$ cat config.mk
export PLATFORM = sky130hd
export DESIGN_NAME = dds_sweep_controller
export DESIGN_NICKNAME = d
export VERILOG_FILES = /design/src/rtl/dds_pkg.sv /design/src/rtl/dds_dwell_timer.sv /design/src/rtl/dds_sweep_controller.sv
export SDC_FILE = /design/constraint.sdc
export NUM_CORES = 1
export LEC_CHECK = 0
export CAP_MARGIN = 25
export CORE_MARGIN = 1.5
export CORE_UTILIZATION = 30
export DETAILED_ROUTE_END_ITERATION = 16
export SETUP_SLACK_MARGIN = 0.2
export SLEW_MARGIN = 40
export SYNTH_ARGS = -nofsm -noshare
export SYNTH_HDL_FRONTEND = slang
export SYNTH_SLANG_ARGS = --single-unit
$ cat constraint.sdc
create_clock -name clock -period 6.15 [get_ports clock]
set_clock_uncertainty 0.2 [all_clocks]
set_input_delay 1.23 -clock clock [delete_from_list [all_inputs] [get_ports clock]]
set_output_delay 1.23 -clock clock [all_outputs]
set_load 0.05 [all_outputs]
$ cat src/rtl/dds_pkg.sv
// Shared types and defaults for the DDS linear frequency sweep controller.
package dds_pkg;

    localparam int INC_WIDTH_DEF   = 32;
    localparam int DWELL_WIDTH_DEF = 24;

    typedef enum logic [1:0] {
        IDLE = 2'd0,
        RUN  = 2'd1,
        DONE = 2'd2
    } sweep_state_t;

    typedef struct packed {
        logic [INC_WIDTH_DEF-1:0]   start;
        logic [INC_WIDTH_DEF-1:0]   stop;
        logic [INC_WIDTH_DEF-1:0]   step;
        logic [DWELL_WIDTH_DEF-1:0] dwell;
        logic                       continuous;
    } sweep_cfg_t;

endpackage

$ cat src/rtl/dds_dwell_timer.sv
// Loadable down-counter that flags when the current sweep point's dwell has elapsed.
module dds_dwell_timer
    import dds_pkg::*;
#(
    parameter int DWELL_WIDTH = DWELL_WIDTH_DEF
) (
    input  logic                   clock,
    input  logic                   reset,
    input  logic                   i_load,
    input  logic [DWELL_WIDTH-1:0] i_value,
    output logic                   o_expire
);

    logic [DWELL_WIDTH-1:0] cnt_q;
    logic [DWELL_WIDTH-1:0] cnt_d;

    always_comb begin
        cnt_d = cnt_q;
        if (i_load) begin
            cnt_d = i_value;
        end else if (cnt_q != '0) begin
            cnt_d = cnt_q - DWELL_WIDTH'(1);
        end
    end

    always_ff @(posedge clock) begin
        if (reset) begin
            cnt_q <= '0;
        end else begin
            cnt_q <= cnt_d;
        end
    end

    assign o_expire = (cnt_q == '0);

endmodule

$ cat src/rtl/dds_sweep_controller.sv
// Steps the DDS phase increment from start to stop with a programmable dwell per point.
// Define DDS_SWEEP_BIDIR_EN for triangular (up/down) continuous sweeps instead of sawtooth.
module dds_sweep_controller
    import dds_pkg::*;
#(
    parameter int INC_WIDTH   = INC_WIDTH_DEF,
    parameter int DWELL_WIDTH = DWELL_WIDTH_DEF
) (
    input  logic                   clock,
    input  logic                   reset,
    input  logic [INC_WIDTH-1:0]   i_start_inc,
    input  logic [INC_WIDTH-1:0]   i_stop_inc,
    input  logic [INC_WIDTH-1:0]   i_step_inc,
    input  logic [DWELL_WIDTH-1:0] i_dwell,
    input  logic                   i_continuous,
    input  logic                   i_go,
    input  logic                   i_abort,
    output logic [INC_WIDTH-1:0]   o_incremento,
    output logic                   o_inc_valid,
    output logic                   o_busy,
    output logic                   o_done,
    output logic [1:0]             o_state
);

    sweep_state_t           state_q, state_d;
    sweep_cfg_t             cfg_q, cfg_d;
    logic                   dir_down_q, dir_down_d;
    logic [INC_WIDTH-1:0]   inc_q, inc_d;
    logic                   valid_q, valid_d;
    logic                   timer_load;
    logic [DWELL_WIDTH-1:0] timer_value;
    logic                   timer_expire;
    logic                   at_end;
`ifdef DDS_SWEEP_BIDIR_EN
    logic                   fwd_q, fwd_d;
    logic                   leg_up;
    logic [INC_WIDTH-1:0]   leg_target;
`endif

    // Computed one bit wider so an overshoot past either rail clamps instead of wrapping.
    function automatic logic [INC_WIDTH-1:0] step_toward(
        input logic [INC_WIDTH-1:0] cur,
        input logic [INC_WIDTH-1:0] step,
        input logic [INC_WIDTH-1:0] target,
        input logic                 up
    );
        logic [INC_WIDTH:0] nxt;
        if (up) begin
            nxt = {1'b0, cur} + {1'b0, step};
            if (nxt > {1'b0, target}) nxt = {1'b0, target};
        end else begin
            nxt = {1'b0, cur} - {1'b0, step};
            if (nxt[INC_WIDTH] || (nxt < {1'b0, target})) nxt = {1'b0, target};
        end
        return nxt[INC_WIDTH-1:0];
    endfunction

    function automatic logic [DWELL_WIDTH-1:0] dwell_reload(input logic [DWELL_WIDTH-1:0] d);
        return (d == '0) ? '0 : d - DWELL_WIDTH'(1);
    endfunction

    dds_dwell_timer #(
        .DWELL_WIDTH(DWELL_WIDTH)
    ) u_dwell_timer (
        .clock   (clock),
        .reset   (reset),
        .i_load  (timer_load),
        .i_value (timer_value),
        .o_expire(timer_expire)
    );

    always_comb begin
        state_d     = state_q;
        cfg_d       = cfg_q;
        dir_down_d  = dir_down_q;
        inc_d       = inc_q;
        valid_d     = 1'b0;
        timer_load  = 1'b0;
        timer_value = dwell_reload(cfg_q.dwell);
`ifdef DDS_SWEEP_BIDIR_EN
        fwd_d       = fwd_q;
        leg_up      = fwd_q ? ~dir_down_q : dir_down_q;
        leg_target  = fwd_q ? cfg_q.stop : cfg_q.start;
        at_end      = (cfg_q.step == '0) || (inc_q == leg_target);
`else
        at_end      = (cfg_q.step == '0) || (inc_q == cfg_q.stop);
`endif

        if (i_abort) begin
            state_d = IDLE;
        end else begin
            unique case (state_q)
                IDLE: begin
                    if (i_go) begin
                        state_d          = RUN;
                        cfg_d.start      = i_start_inc;
                        cfg_d.stop       = i_stop_inc;
                        cfg_d.step       = i_step_inc;
                        cfg_d.dwell      = i_dwell;
                        cfg_d.continuous = i_continuous;
                        dir_down_d       = (i_stop_inc < i_start_inc);
                        inc_d            = i_start_inc;
                        valid_d          = 1'b1;
                        timer_load       = 1'b1;
                        timer_value      = dwell_reload(i_dwell);
`ifdef DDS_SWEEP_BIDIR_EN
                        fwd_d            = 1'b1;
`endif
                    end
                end
                RUN: begin
                    if (timer_expire) begin
                        valid_d    = 1'b1;
                        timer_load = 1'b1;
`ifdef DDS_SWEEP_BIDIR_EN
                        if (at_end && fwd_q && !cfg_q.continuous) begin
                            state_d    = DONE;
                            valid_d    = 1'b0;
                            timer_load = 1'b0;
                        end else if (at_end && ((cfg_q.step == '0) || (cfg_q.start == cfg_q.stop))) begin
                            inc_d = cfg_q.start;
                        end else if (at_end) begin
                            // Turn around; the endpoint just held is not repeated.
                            fwd_d = ~fwd_q;
                            inc_d = step_toward(inc_q, cfg_q.step,
                                                fwd_q ? cfg_q.start : cfg_q.stop,
                                                fwd_q ? dir_down_q : ~dir_down_q);
                        end else begin
                            inc_d = step_toward(inc_q, cfg_q.step, leg_target, leg_up);
                        end
`else
                        if (at_end && !cfg_q.continuous) begin
                            state_d    = DONE;
                            valid_d    = 1'b0;
                            timer_load = 1'b0;
                        end else if (at_end) begin
                            inc_d = cfg_q.start;
                        end else begin
                            inc_d = step_toward(inc_q, cfg_q.step, cfg_q.stop, ~dir_down_q);
                        end
`endif
                    end
                end
                DONE: begin
                    state_d = IDLE;
                end
                default: begin
                    state_d = IDLE;
                end
            endcase
        end
    end

    always_ff @(posedge clock) begin
        if (reset) begin
            state_q    <= IDLE;
            cfg_q      <= '0;
            dir_down_q <= 1'b0;
            inc_q      <= '0;
            valid_q    <= 1'b0;
`ifdef DDS_SWEEP_BIDIR_EN
            fwd_q      <= 1'b1;
`endif
        end else begin
            state_q    <= state_d;
            cfg_q      <= cfg_d;
            dir_down_q <= dir_down_d;
            inc_q      <= inc_d;
            valid_q    <= valid_d;
`ifdef DDS_SWEEP_BIDIR_EN
            fwd_q      <= fwd_d;
`endif
        end
    end

    assign o_incremento = inc_q;
    assign o_inc_valid  = valid_q;
    assign o_busy       = (state_q == RUN);
    assign o_done       = (state_q == DONE);
    assign o_state      = state_q;

endmodule

# Word level (Yosys, flattened, before mapping)
# Cells that the tools add are included.
[op_classes]
magnitude_cmp = 3
n_mux = 24
n_bitwise = 1
n_eq_ne = 7
addsub = 5
n_reduce_logical = 16
[ops]
columns = ["op", "n"]
rows = [
  ["$mux W32", 7],
  ["$mux W24", 7],
  ["$logic_not A24 Y1", 3],
  ["$sub A24 B1 Y24 const B", 3],
  ["$pmux W32 S2", 1],
  ["$add A32 B32 Y33", 1],
  ["$gt A33 B32 Y1", 1],
  ["$lt A33 B32 Y1", 1],
  ["$sub A32 B32 Y33", 1],
  ["$eq A32 B32 Y1", 1],
  ["$logic_not A32 Y1", 1],
  ["$lt A32 B32 Y1", 1],
  ["$reduce_bool A24 Y1", 1],
  ["$mux W2", 3],
  ["$reduce_and A3 Y1", 2],
  ["$reduce_and A5 Y1", 1],
  ["$mux W1", 4],
  ["$ne A2 B1 Y1 const B", 2],
  ["$ne A2 B2 Y1 const B", 2],
  ["$pmux W2 S2", 1],
  ["$reduce_bool A2 Y1", 2],
  ["$eq A2 B1 Y1 const B", 1],
  ["$eq A2 B2 Y1 const B", 1],
  ["$logic_not A2 Y1", 1],
  ["6 further kinds", 7],
]
[word_totals]
word_cells = 66
regBits = 181

# Logic depth before layout (Yosys ltp)
# Gate-level depths: netlist of the first run.
[depth]
ltp_word = 9
ltp_mapped = 25

# Hierarchy
# A second synthesis of the first run with hierarchy kept.
[unflattened]
cells_unflattened = 2081
area_unflattened_um2 = 15491.1
[modules_own_cells]
columns = ["module", "cells_each", "instances", "area_each_um2", "seq_area_each_um2"]
rows = [
  ["dds_sweep_controller", 1920, 1, 14181.1, 3143.0],
  ["dds_dwell_timer", 161, 1, 1310.0, 480.5],
]

# Worst setup path before layout of the first run
# OpenSTA, ideal clock, no wires.
[synth_timing]
path_type = "reg-to-reg"
from = "reg inc_q[0], in the netlist o_incremento[0]"
to = "reg inc_q[11], in the netlist o_incremento[11]"
path_buffers = 2
slack_ps = 1008
setup_time_ps = 86
stages_incl_launch_ff = 24
arrival_time_ps = 4856
period_less_slack_ps = 5142
t_required_ps = 5864
path_cell_list = "dfxtp_1 ha_1 fa_1 nor2b_1 o221ai_1 nand2_1 a31oi_2 o21ai_0 a2111oi_0 a21oi_1 xnor2_1 ha_1 o21ai_0 o21ai_0 a211oi_1 o2111ai_1 a21oi_1 a311o_1 clkbuf_1 buf_1 nand3_1 o21ai_0 o21ai_0 a211oi_1"
[synth_between]
elab_chain_len = 9
elab_cells_between_ends = 17
cone_classes = "add/sub (2); order compare (2); eq/ne (2); mux (7); reduce/logical (4)"
[synth_rtl]
columns = ["element", "line_no", "source"]
rows = [
  ["start, declared", "dds_sweep_controller.sv:28", "logic [INC_WIDTH-1:0] inc_q, inc_d;"],
  ["start signal, assigned", "dds_sweep_controller.sv:168", "inc_q <= inc_d;"],
  ["$sub A32 B32 Y33", "dds_sweep_controller.sv:52", "nxt = {1'b0, cur} - {1'b0, step};"],
  ["$lt A33 B32 Y1", "dds_sweep_controller.sv:53", "if (nxt[INC_WIDTH] || (nxt < {1'b0, target})) nxt = {1'b0, target};"],
  ["$logic_or A1 B1 Y1", "dds_sweep_controller.sv:53", ""],
  ["$mux W32", "dds_sweep_controller.sv:53", ""],
  ["$mux W32", "dds_sweep_controller.sv:48", "if (up) begin"],
  ["$mux W32", "dds_sweep_controller.sv:136", "end else if (at_end) begin"],
  ["$mux W32", "dds_sweep_controller.sv:132", "if (at_end && !cfg_q.continuous) begin"],
  ["$mux W32", "dds_sweep_controller.sv:112", "if (timer_expire) begin"],
  ["$pmux W32 S2", "dds_sweep_controller.sv:92", "unique case (state_q)"],
]
# Parallel ways exist; a longest one is shown, timed or not. The select of a mux whose other input is x is not followed.
# A chain may end at the register's enable or synchronous reset.

# Final worst setup path of the first run
[layout_timing]
from = "reg inc_q[0], in the netlist o_incremento[0]"
to = "reg inc_q[0], in the netlist o_incremento[0]"
# Same word-level chain as after synthesis.

==> results of run 1 <==
[flip-flops by register name, indices dropped and copies added (netlist names)]
register             count
dir_down_q               1
o_state                  2
o_inc_valid              1
u_dwell_timer.cnt_q     24
o_incremento            32
cfg_q                  121
[path summary, 6_finish.rpt]
kind | from | to | cells past startpoint
max reg2reg | o_incremento[0] | o_incremento[0] | 23
min | cfg_q[91] | cfg_q[91] | 2
min reg2reg | cfg_q[91] | cfg_q[91] | 2
max | o_incremento[0] | o_incremento[0] | 23
[power by group through the flow]
stage / registers [W] / logic, W / clock network [W]
after floorplan: 0.00143 / 0.00148 / 0
after global placement: 0.00139 / 0.00215 / 0
after detailed placement: 0.00139 / 0.00218 / 0
after CTS: 0.00137 / 0.00222 / 0.00121
after global routing: 0.00138 / 0.00247 / 0.00126
final: 0.00137 / 0.00228 / 0.00118
[routing by layer]
layer  track usage, %  wire length [microns]  part of all wire [%]
met1             29.7                  27000                    46
met4             6.45                   1460                   2.5
met5                0                    110                  0.19
met3             4.62                   4150                   7.1
met2             33.9                  25500                    44
[tightest hold or removal path, delay by kind of cell, from the launching register on]
family          cells  cell delay (ps)
flops               1              310
compound gates      1               50
simple gates        1               50
[cell type report]
| type | count | area [sq um] | area share [%] |
|---|---|---|---|
| diodes | 7 | 17.5 | 0.0937 |
| well taps | 680 | 851 | 4.55 |
| repair buffers | 213 | 2020 | 10.8 |
| multi-input cells | 1669 | 11100 | 59.1 |
| inverters | 137 | 514 | 2.75 |
| clock inverters | 13 | 171 | 0.917 |
| clock buffers | 18 | 439 | 2.35 |
| flip-flops and latches | 181 | 3620 | 19.4 |
[layout by cell type (no fill, tap or decap), drive strengths merged, types with 23 or more instances in the layout]
| cell | netlist | layout |
|---|---|---|
| a211oi | 36 | 36 |
| nand3 | 68 | 68 |
| nor4 | 40 | 40 |
| clkdlybuf4s50 | 0 | 160 |
| xnor2 | 113 | 113 |
| nor2b | 26 | 26 |
| nor2 | 142 | 142 |
| nor3 | 49 | 49 |
| nand4 | 33 | 33 |
| nand2 | 342 | 342 |
| dfxtp | 181 | 181 |
| xor2 | 36 | 36 |
| a21o | 23 | 23 |
| o221ai | 26 | 26 |
| o21ai | 75 | 75 |
| a21oi | 254 | 254 |
| ha | 161 | 161 |
| buf | 46 | 53 |
| inv | 136 | 140 |
[kinds of logic after synthesis]
kind of cell	after synthesis
buf+inv	255
xor+xnor	149
fa+ha+maj	163
simple gates	771
mux	27
flops	181
compound gates	558
[per-stage QoR]
stage	area [sq um]	total power, W	TNS (ps)	utilization [%]	cells
finish	18700	0.00483	0	36.4	2918
global route	18700	0.00512	0	36.4	2914
CTS	18600	0.00480	0	36.2	2909
detailed placement	17900	0.00357	-104	34.9	2876
global placement	17900	0.00354	-45.3	34.9	2876
floorplan	15600	0.00291	0	-	2104
[timing repair]
action | 4_1_cts | 5_1_grt
pin swaps | 2 | 1
gates cloned | 1 | 0
buffers inserted | 1 | 2
setup endpoints to repair | 23 | 32
gates resized for setup | 7 | 15
==> summary.md, run 1 <==
| Metric | Value |
|---|---|
| Status | `finished clean` |
| R2R Setup Slk | `360 ps` |
| WHS | `259 ps` |
| Mapped Area | `0.0156 sq mm` |
| Die ar. | `0.0532 sq mm` |
| CP max FO | `13` |
| First-pass GRT wire length | `just under 90000 microns` |
| Lkg Pwr | `7.11 nW` |
| Post-Synth Simple-Gate Area | `23.2%` |
| Filler Cells Inserted | `~5400` |
| Clock Sinks | `181` |
| Clk buf depth | `2` |
| Worst Setup Path Type | `flip-flop to flip-flop` |
| Via density | `5.37` |
| Primary FF master, synth | `dfxtp_1` |
| WL per Instance | `19.9 microns` |
| Net count after synthesis | `2392` |
| Max Freq | `0.173 GHz` |
| Largest net degree at the start of global routing | `roughly 110` |
| Clk_lat worst skew | `~470 ps` |
| H-tree Lvls | `4` |
| Psw | `0.00203 W` |
| Top Ports | `162` |
| Most numerous cell in the Yosys netlist | `nand2_1` |
| Rel. slew slack | `41.8%` |
| WP data required | `6280 ps` |
| Nature of the critical path startpoint | `flip-flop` |
| Crit path time final | `5790 ps` |
| Clk pwr share | `24.5%` |
| Post-synthesis register bit count | `181` |
| Slew Limit Fails | `0` |
| Worst path bufs/invs | `2` |
| Post-synthesis mux area share | `about 1.8%` |
| Comb pwr share | `47.1%` |
| DIE WIDTH | `231 microns` |
| Yosys cell types | `94` |
| Gpl congestion | `roughly 0.93` |
| Cells after Synth | `2104` |
| Worst-path clk slew | `80 ps` |
| Yosys warns | `0` |
| Fin worst setup slack | `361 ps` |
| Syn Area/Cell | `7.39 sq um` |
| Switching part of the total power | `a little over two fifths` |
| Pwr Density | `258 mW/mm^2` |
| Crit path DAT | `5920 ps` |
| Adder-cell share of the synthesized area | `13.2%` |
| Final ANT Viol Nets | `0` |
| Largest family of logic cells by synthesized area | `compound AO/OA/AOI/OAI gates` |
| Crit-path slowest cell | `fa_1` |
| Worst IR Drop VDD | `0.000203 V` |
| I/O Buffers | `161` |
| Synth Area in Compound Gates | `23.2%` |
| DP Worst Slack | `-104 ps` |
| Core area | `~0.051 sq mm` |
| Most frequent cells after synthesis | `nand2_1, a21oi_1, dfxtp_1, ha_1, nor2_1` |
| Layout cell share with drive strength beyond 1 | `7.40%` |
| RSZ-0062 raised after global routing | `no` |
| GRT Total Usage | `around 22%` |
| Seq pwr share | `28.4%` |
| GRT Residual Overflow | `0` |
| Pre-antenna DRT Iters | `8` |
| Row cnt | `a little over 80` |
| Routed vias | `~16000` |
| Number of synthesized flops with an enable pin | `0` |
| Top delay family on crit path | `compound AO/OA/AOI/OAI gates` |
| Post-route DRC | `0` |
| Max Cap Viol | `0` |
| Async SR Flop Fraction | `0%` |
| Violation count after the first detailed-route iteration | `~1400` |
| Internal power | `0.00279 W` |
| Inserted Clock Buffers | `17` |
| Register area share after synthesis | `23.3%` |
| Root Buffer Master | `clkbuf_16` |
| Crit-path max cell delay | `440 ps` |
| DP Wirelength | `45500 microns` |
| Vias in the first global route | `between 10000 and 15000` |
| Starting Density | `30.3%` |
| Synth Area in XOR/XNOR | `8.39%` |
| Die Ht | `231 microns` |
| Worst Tran Pin Value | `865 ps` |
| Initial antenna violation count | `14` |
| CP Capture Type | `flip-flop` |
| # setup viols final | `0` |
| Worst min path class | `flip-flop to flip-flop` |
| Layout Nets | `around 2500` |
| Fin. Hold Viols | `0` |
| Synth area leader | `dfxtp_1` |
| Fin crit share | `94.1%` |
| Area grow syn2layout | `20.2%` |
| Synth top area share | `a little under a quarter` |
| Crit path cell chain | `inv_1 > ha_1 > inv_1 > fa_1 > a21oi_2 > o22ai_1 > o31ai_4 > o21ai_2 > a31oi_4 > o21a_1 > o21ai_0 > xnor2_1 > ha_1 > nand3_1 > or2_2 > nor4_4 > a21oi_1 > nand3_2 > o2bb2ai_4 > or2_1 > a21bo_2 > a21oi_1 > o32ai_1` |
| WL final | `58200 microns` |
| Hold buffers post-CTS | `0` |
| Synth area leaders | `dfxtp_1, ha_1, nand2_1, a21oi_1, xnor2_1` |
| CTS tree | `yes` |
Note: power is estimated with default switching activity, not from simulation.
==> run 2: changes to the inputs <==
Settings changed: PLACE_DENSITY from default to 0.54.
==> summary.md, run 2 (synthesis gave the netlist of run 1 again) <==
| Metric | Value |
|---|---|
| I/O Buffers | `~160` |
| # setup viols final | `0` |
| WL final | `59800 microns` |
| Min-delay src | `cfg_q[91]` |
| Initial antenna violation count | `15` |
| WL per Instance | `20.4 microns` |
| CTS tree | `yes` |
| CP max FO | `11` |
| WHS | `252 ps` |
| Final setup TNS | `0 ps` |
| Pwr Density | `259 mW/mm^2` |
| Worst-path clk slew | `approximately 80 ps` |
| Gpl congestion | `0.899` |
| R2R Setup Slk | `350 ps` |
| Most common cell after layout, fill and taps aside | `nand2_1` |
| First-pass GRT wire length | `around 91000 microns` |
| Via density | `5.38` |
| Worst min path class | `flip-flop to flip-flop` |
| DP Wirelength | `46800 microns` |
| Reg2Reg Launch Point | `cfg_q[32]` |
| Root Buffer Master | `clkbuf_16` |
| Row cnt | `83` |
| Clk_lat worst skew | `500 ps` |
| Die ar. | `0.0532 sq mm` |
| Clk buf depth | `2` |
| Critical path origin | `cfg_q[32]` |
| Switching part of the total power | `41.9%` |
| Die Ht | `231 microns` |
| Routed vias | `15800` |
| H-tree Lvls | `4` |
| Comb pwr share | `47.8%` |
| Clock Sinks | `181` |
| Layout cell share with drive strength beyond 1 | `7.61%` |
| Crit path time final | `approximately 5800 ps` |
| Final Util | `between 30% and 40%` |
| Final ANT Viol Nets | `0` |
| GRT Total Usage | `22.3%` |
| Worst IR Drop VDD | `0.000221 V` |
| Max Cap Viol | `0` |
| Status | `finished clean` |
| Most frequent cells in the layout | `nand2_1, a21oi_1, dfxtp_1` |
| Vias in the first global route | `approximately 15000` |
| RSZ-0062 raised after global routing | `no` |
| Rel. slew slack | `46.5%` |
| Seq pwr share | `between 20 and 30%` |
| Nature of the critical path startpoint | `flip-flop` |
| Top Ports | `162` |
| Area grow syn2layout | `20.5%` |
| Fin. Hold Viols | `0` |
| Starting Density | `30.3%` |
| Max Freq | `0.172 GHz` |
| Largest net degree at the start of global routing | `76` |
| Violation count after the first detailed-route iteration | `1207` |
| Pre-antenna DRT Iters | `8` |
| Fin crit share | `between 90% and 100%` |
| Post-route DRC | `0` |
| Max reg flops | `about 120` |
| Core area | `roughly 0.051 sq mm` |
| Inserted Clock Buffers | `17` |
| Worst Tran Pin Value | `796 ps` |
| CP Capture Type | `flip-flop` |
| DIE WIDTH | `231 microns` |
| Lkg Pwr | `7.17 nW` |
| Internal power | `0.00282 W` |
| GRT Residual Overflow | `0` |
| Clk pwr share | `24.1%` |
| Crit path DAT | `5970 ps` |
| Largest Register | `cfg_q` |
| WP data required | `6320 ps` |
| Worst Setup Path Type | `flip-flop to flip-flop` |
| Layout Nets | `2521` |
| Psw | `0.00204 W` |
| Slew Limit Fails | `0` |
run 2: final timing paths:
kind                                   endpoint  cells after the start
worst min-delay path                  cfg_q[91]                      2
worst max register to register  o_incremento[0]                     21
worst max-delay path            o_incremento[0]                     21
worst min register to register        cfg_q[91]                      2
run 2: critical path, cell delays in order (launching register included):
cell and delay (ps):
dfxtp_1 380, inv_1 60, ha_1 460, inv_1 160
o31ai_1 580, o2bb2ai_1 190, a21o_1 180, a31oi_1 150
a21oi_1 350, a311oi_2 180, xnor2_1 370, ha_1 200
nand4_1 90, or2_2 320, nor4_4 390, a21oi_1 120
nand3_1 230, o2bb2ai_4 180, or2_1 350, a21bo_2 240
a21oi_1 170, o32ai_1 110
run 2: power groups by stage:
stage	clock network (W)	registers (W)	logic (W)
4_1_cts	0.00120	0.00137	0.00225
6_report	0.00117	0.00137	0.00232
2_1_floorplan	0	0.00143	0.00148
3_5_place_dp	0	0.00139	0.00222
3_3_place_gp	0	0.00139	0.00221
5_1_grt	0.00124	0.00138	0.00253
run 2: metrics by stage:
step	setup WS [ps]	instances	cell area, sq um	power (W)
after floorplan	1010	2104	15600	0.00291
after global placement	19.2	2887	18000	0.00360
after detailed placement	13.1	2888	18000	0.00362
after CTS	205	2920	18600	0.00481
after global routing	197	2930	18700	0.00515
final	350	2931	18700	0.00486
run 2: final cells by class:
class,count,area (sq um)
clock buffers,20,447
well taps,680,851
inverters,137,514
diodes,5,12.5
repair buffers,227,2140
multi-input cells,1669,11000
fillers,5457,32600
flip-flops and latches,181,3620
clock inverters,12,145
run 2: per-layer routing:
metal | part of all wire (%) | wire length, microns | track usage, % | up-vias
li1 | - | - | - | 7718
met2 | 44 | 26300 | 34.8 | 565
met4 | 2.3 | 1390 | 6.62 | 20
met5 | 0.21 | 128 | 0 | -
met3 | 7.4 | 4450 | 4.68 | 75
met1 | 46 | 27600 | 30.5 | 7391
run 2: timing repair:
action | CTS | global route
resized for setup | 4 | 10
setup buffers | 0 | 5
setup endpoints to repair | 31 | 32
gates cloned | 0 | 1
hold buffers | 0 | 0
pin swaps | 1 | 1
==> run 3: changes to the inputs <==
Settings changed: MAX_ROUTING_LAYER from default to met4.
==> summary.md, run 3 (synthesis gave the netlist of run 1 again) <==
| Metric | Value |
|---|---|
| Status | `finished clean` |
| Nature of the critical path startpoint | `flip-flop` |
| Crit path time final | `5690 ps` |
| Violation count after the first detailed-route iteration | `1151` |
| First-pass GRT wire length | `about 91000 microns` |
| Crit-path max cell delay | `approximately 420 ps` |
| Layout cell share with drive strength beyond 1 | `7.97%` |
| Top delay family on crit path | `compound AO/OA/AOI/OAI gates` |
| Worst hold stages | `2` |
| CP Capture Type | `flip-flop` |
| Fin worst setup slack | `457 ps` |
| Worst min path class | `flip-flop to flip-flop` |
| WL per Instance | `20.3 microns` |
| I/O Buffers | `161` |
| Root Buffer Master | `clkbuf_16` |
| Pre-antenna DRT Iters | `5` |
| Slew Limit Fails | `0` |
| Fin. Hold Viols | `0` |
| Max reg flops | `121` |
| Worst Setup Path Type | `flip-flop to flip-flop` |
| Max Cap Viol | `0` |
| Routed vias | `around 16000` |
| DP Wirelength | `47100 microns` |
| R2R Setup Slk | `460 ps` |
| Worst IR Drop VDD | `~0.00024 V` |
| Top Ports | `around 160` |
| Crit path DAT | `a little under 6000 ps` |
| Final ANT Viol Nets | `0` |
| Crit-path slowest cell | `fa_1` |
| Worst path bufs/invs | `3` |
| Pwr Density | `260 mW/mm^2` |
| DIE WIDTH | `231 microns` |
| WL final | `59700 microns` |
| Max Freq | `0.176 GHz` |
| CP max FO | `20` |
| Worst Tran Pin Value | `712 ps` |
| Row cnt | `83` |
| # setup viols final | `0` |
| Worst-path clk slew | `80 ps` |
| Filler Cells Inserted | `5499` |
| Reg2Reg Launch Point | `o_incremento[0]` |
| Core area | `roughly 0.051 sq mm` |
| Largest net degree at the start of global routing | `80` |
| Register-to-Register Path Depth | `23` |
| Gpl congestion | `0.946` |
| Post-route DRC | `0` |
| WP data required | `between 6000 and 7000 ps` |
| Starting Density | `30.3%` |
| Fin crit share | `92.6%` |
| Worst Hold End | `cfg_q[116]` |
| Die ar. | `0.0532 sq mm` |
| H-tree Lvls | `4` |
| Layout Nets | `2521` |
| Most common cell after layout, fill and taps aside | `nand2_1` |
| DP Worst Slack | `167 ps` |
| Rel. slew slack | `52.0%` |
| Final setup TNS | `0 ps` |
| WP depth | `23` |
| Clk_lat worst skew | `500 ps` |
| Largest Register | `cfg_q` |
| Via density | `5.31` |
| GRT Residual Overflow | `0` |
| Vias in the first global route | `approximately 15000` |
| Crit path cell chain | `inv_1 > ha_1 > inv_1 > fa_1 > a21oi_2 > o22ai_1 > o31ai_4 > o21ai_2 > a31oi_4 > o21a_1 > o21ai_0 > xnor2_1 > ha_1 > nand3_1 > or2_2 > nor4_2 > o311a_1 > o2bb2ai_4 > buf_12 > or2_1 > a21bo_2 > a21oi_1 > o32ai_1` |
| Clock Sinks | `181` |
| Clk buf depth | `2` |
| Die Ht | `around 230 microns` |
| R2R Path End | `o_incremento[0]` |
| Inserted Clock Buffers | `17` |
| Most frequent cells in the layout | `nand2_1, a21oi_1, dfxtp_1` |
| GRT Total Usage | `about 23%` |
| Min-delay src | `cfg_q[116]` |
| Total power draw | `a little under 0.005 W` |
| Hold buffers post-CTS | `0` |
| CTS tree | `yes` |
| Initial antenna violation count | `11` |
| RSZ-0062 raised after global routing | `yes` |
| Lkg Pwr | `7.19 nW` |
| Area grow syn2layout | `21.0%` |
[run 3: cell type report]
cell class	instances	area, sq um	area share, %
diodes	13	32.5	0.173
clock buffers	19	453	2.41
clock inverters	13	135	0.718
inverters	137	514	2.73
multi-input cells	1668	11000	58.5
flip-flops and latches	181	3620	19.3
well taps	680	851	4.52
repair buffers	228	2210	11.7
[run 3: per-layer routing]
metal	up-vias	GRT usage [%]	wire [microns]
li1	7714	-	-
met1	7390	31.1	28400
met2	432	34.3	26200
met3	56	4.69	3730
met4	0	6.92	1410
met5	-	-	0
[run 3: how the worst max path moves through the flow]
stage                    startpoint                to  slack [ps]
CTS                       cfg_q[27]  o_incremento[31]         250
detailed placement  o_incremento[0]   o_incremento[0]         170
floorplan           o_incremento[0]  o_incremento[11]        1010
global route              cfg_q[35]  o_incremento[15]         140
global placement    o_incremento[0]   o_incremento[0]         160
finish              o_incremento[0]   o_incremento[0]         460
[run 3: power breakdown]
part	switching [W]	internal (W)
clock	0.000572	0.000592
combinational	0.00138	0.000985
sequential	0.000105	0.00126
[run 3: metrics by stage]
step	area (sq um)	cells	hold slack, ps	utilization [%]
3_5_place_dp	18000	2885	244	35.1
2_1_floorplan	15600	2104	232	-
3_3_place_gp	18000	2884	239	35.0
5_1_grt	18800	2937	275	36.7
4_1_cts	18600	2917	255	36.3
6_report	18800	2939	254	36.7
[run 3: repair_timing]
action / CTS / global route
buffers inserted: 0 / 9
resized for setup: 2 / 15
endpoints found under the setup margin: 4 / 31
pin swaps: 0 / 2
[run 3: worst reg2reg max path: stages, from the launching register on]
cell and delay (ps):
dfxtp_1 350, inv_1 90, ha_1 170, inv_1 60, fa_1 420, a21oi_2 220, o22ai_1 200, o31ai_4 340
o21ai_2 150, a31oi_4 270, o21a_1 200, o21ai_0 170, xnor2_1 210, ha_1 330, nand3_1 100, or2_2 350
nor4_2 320, o311a_1 270, o2bb2ai_4 150, buf_12 200, or2_1 250, a21bo_2 220, a21oi_1 220, o32ai_1 130
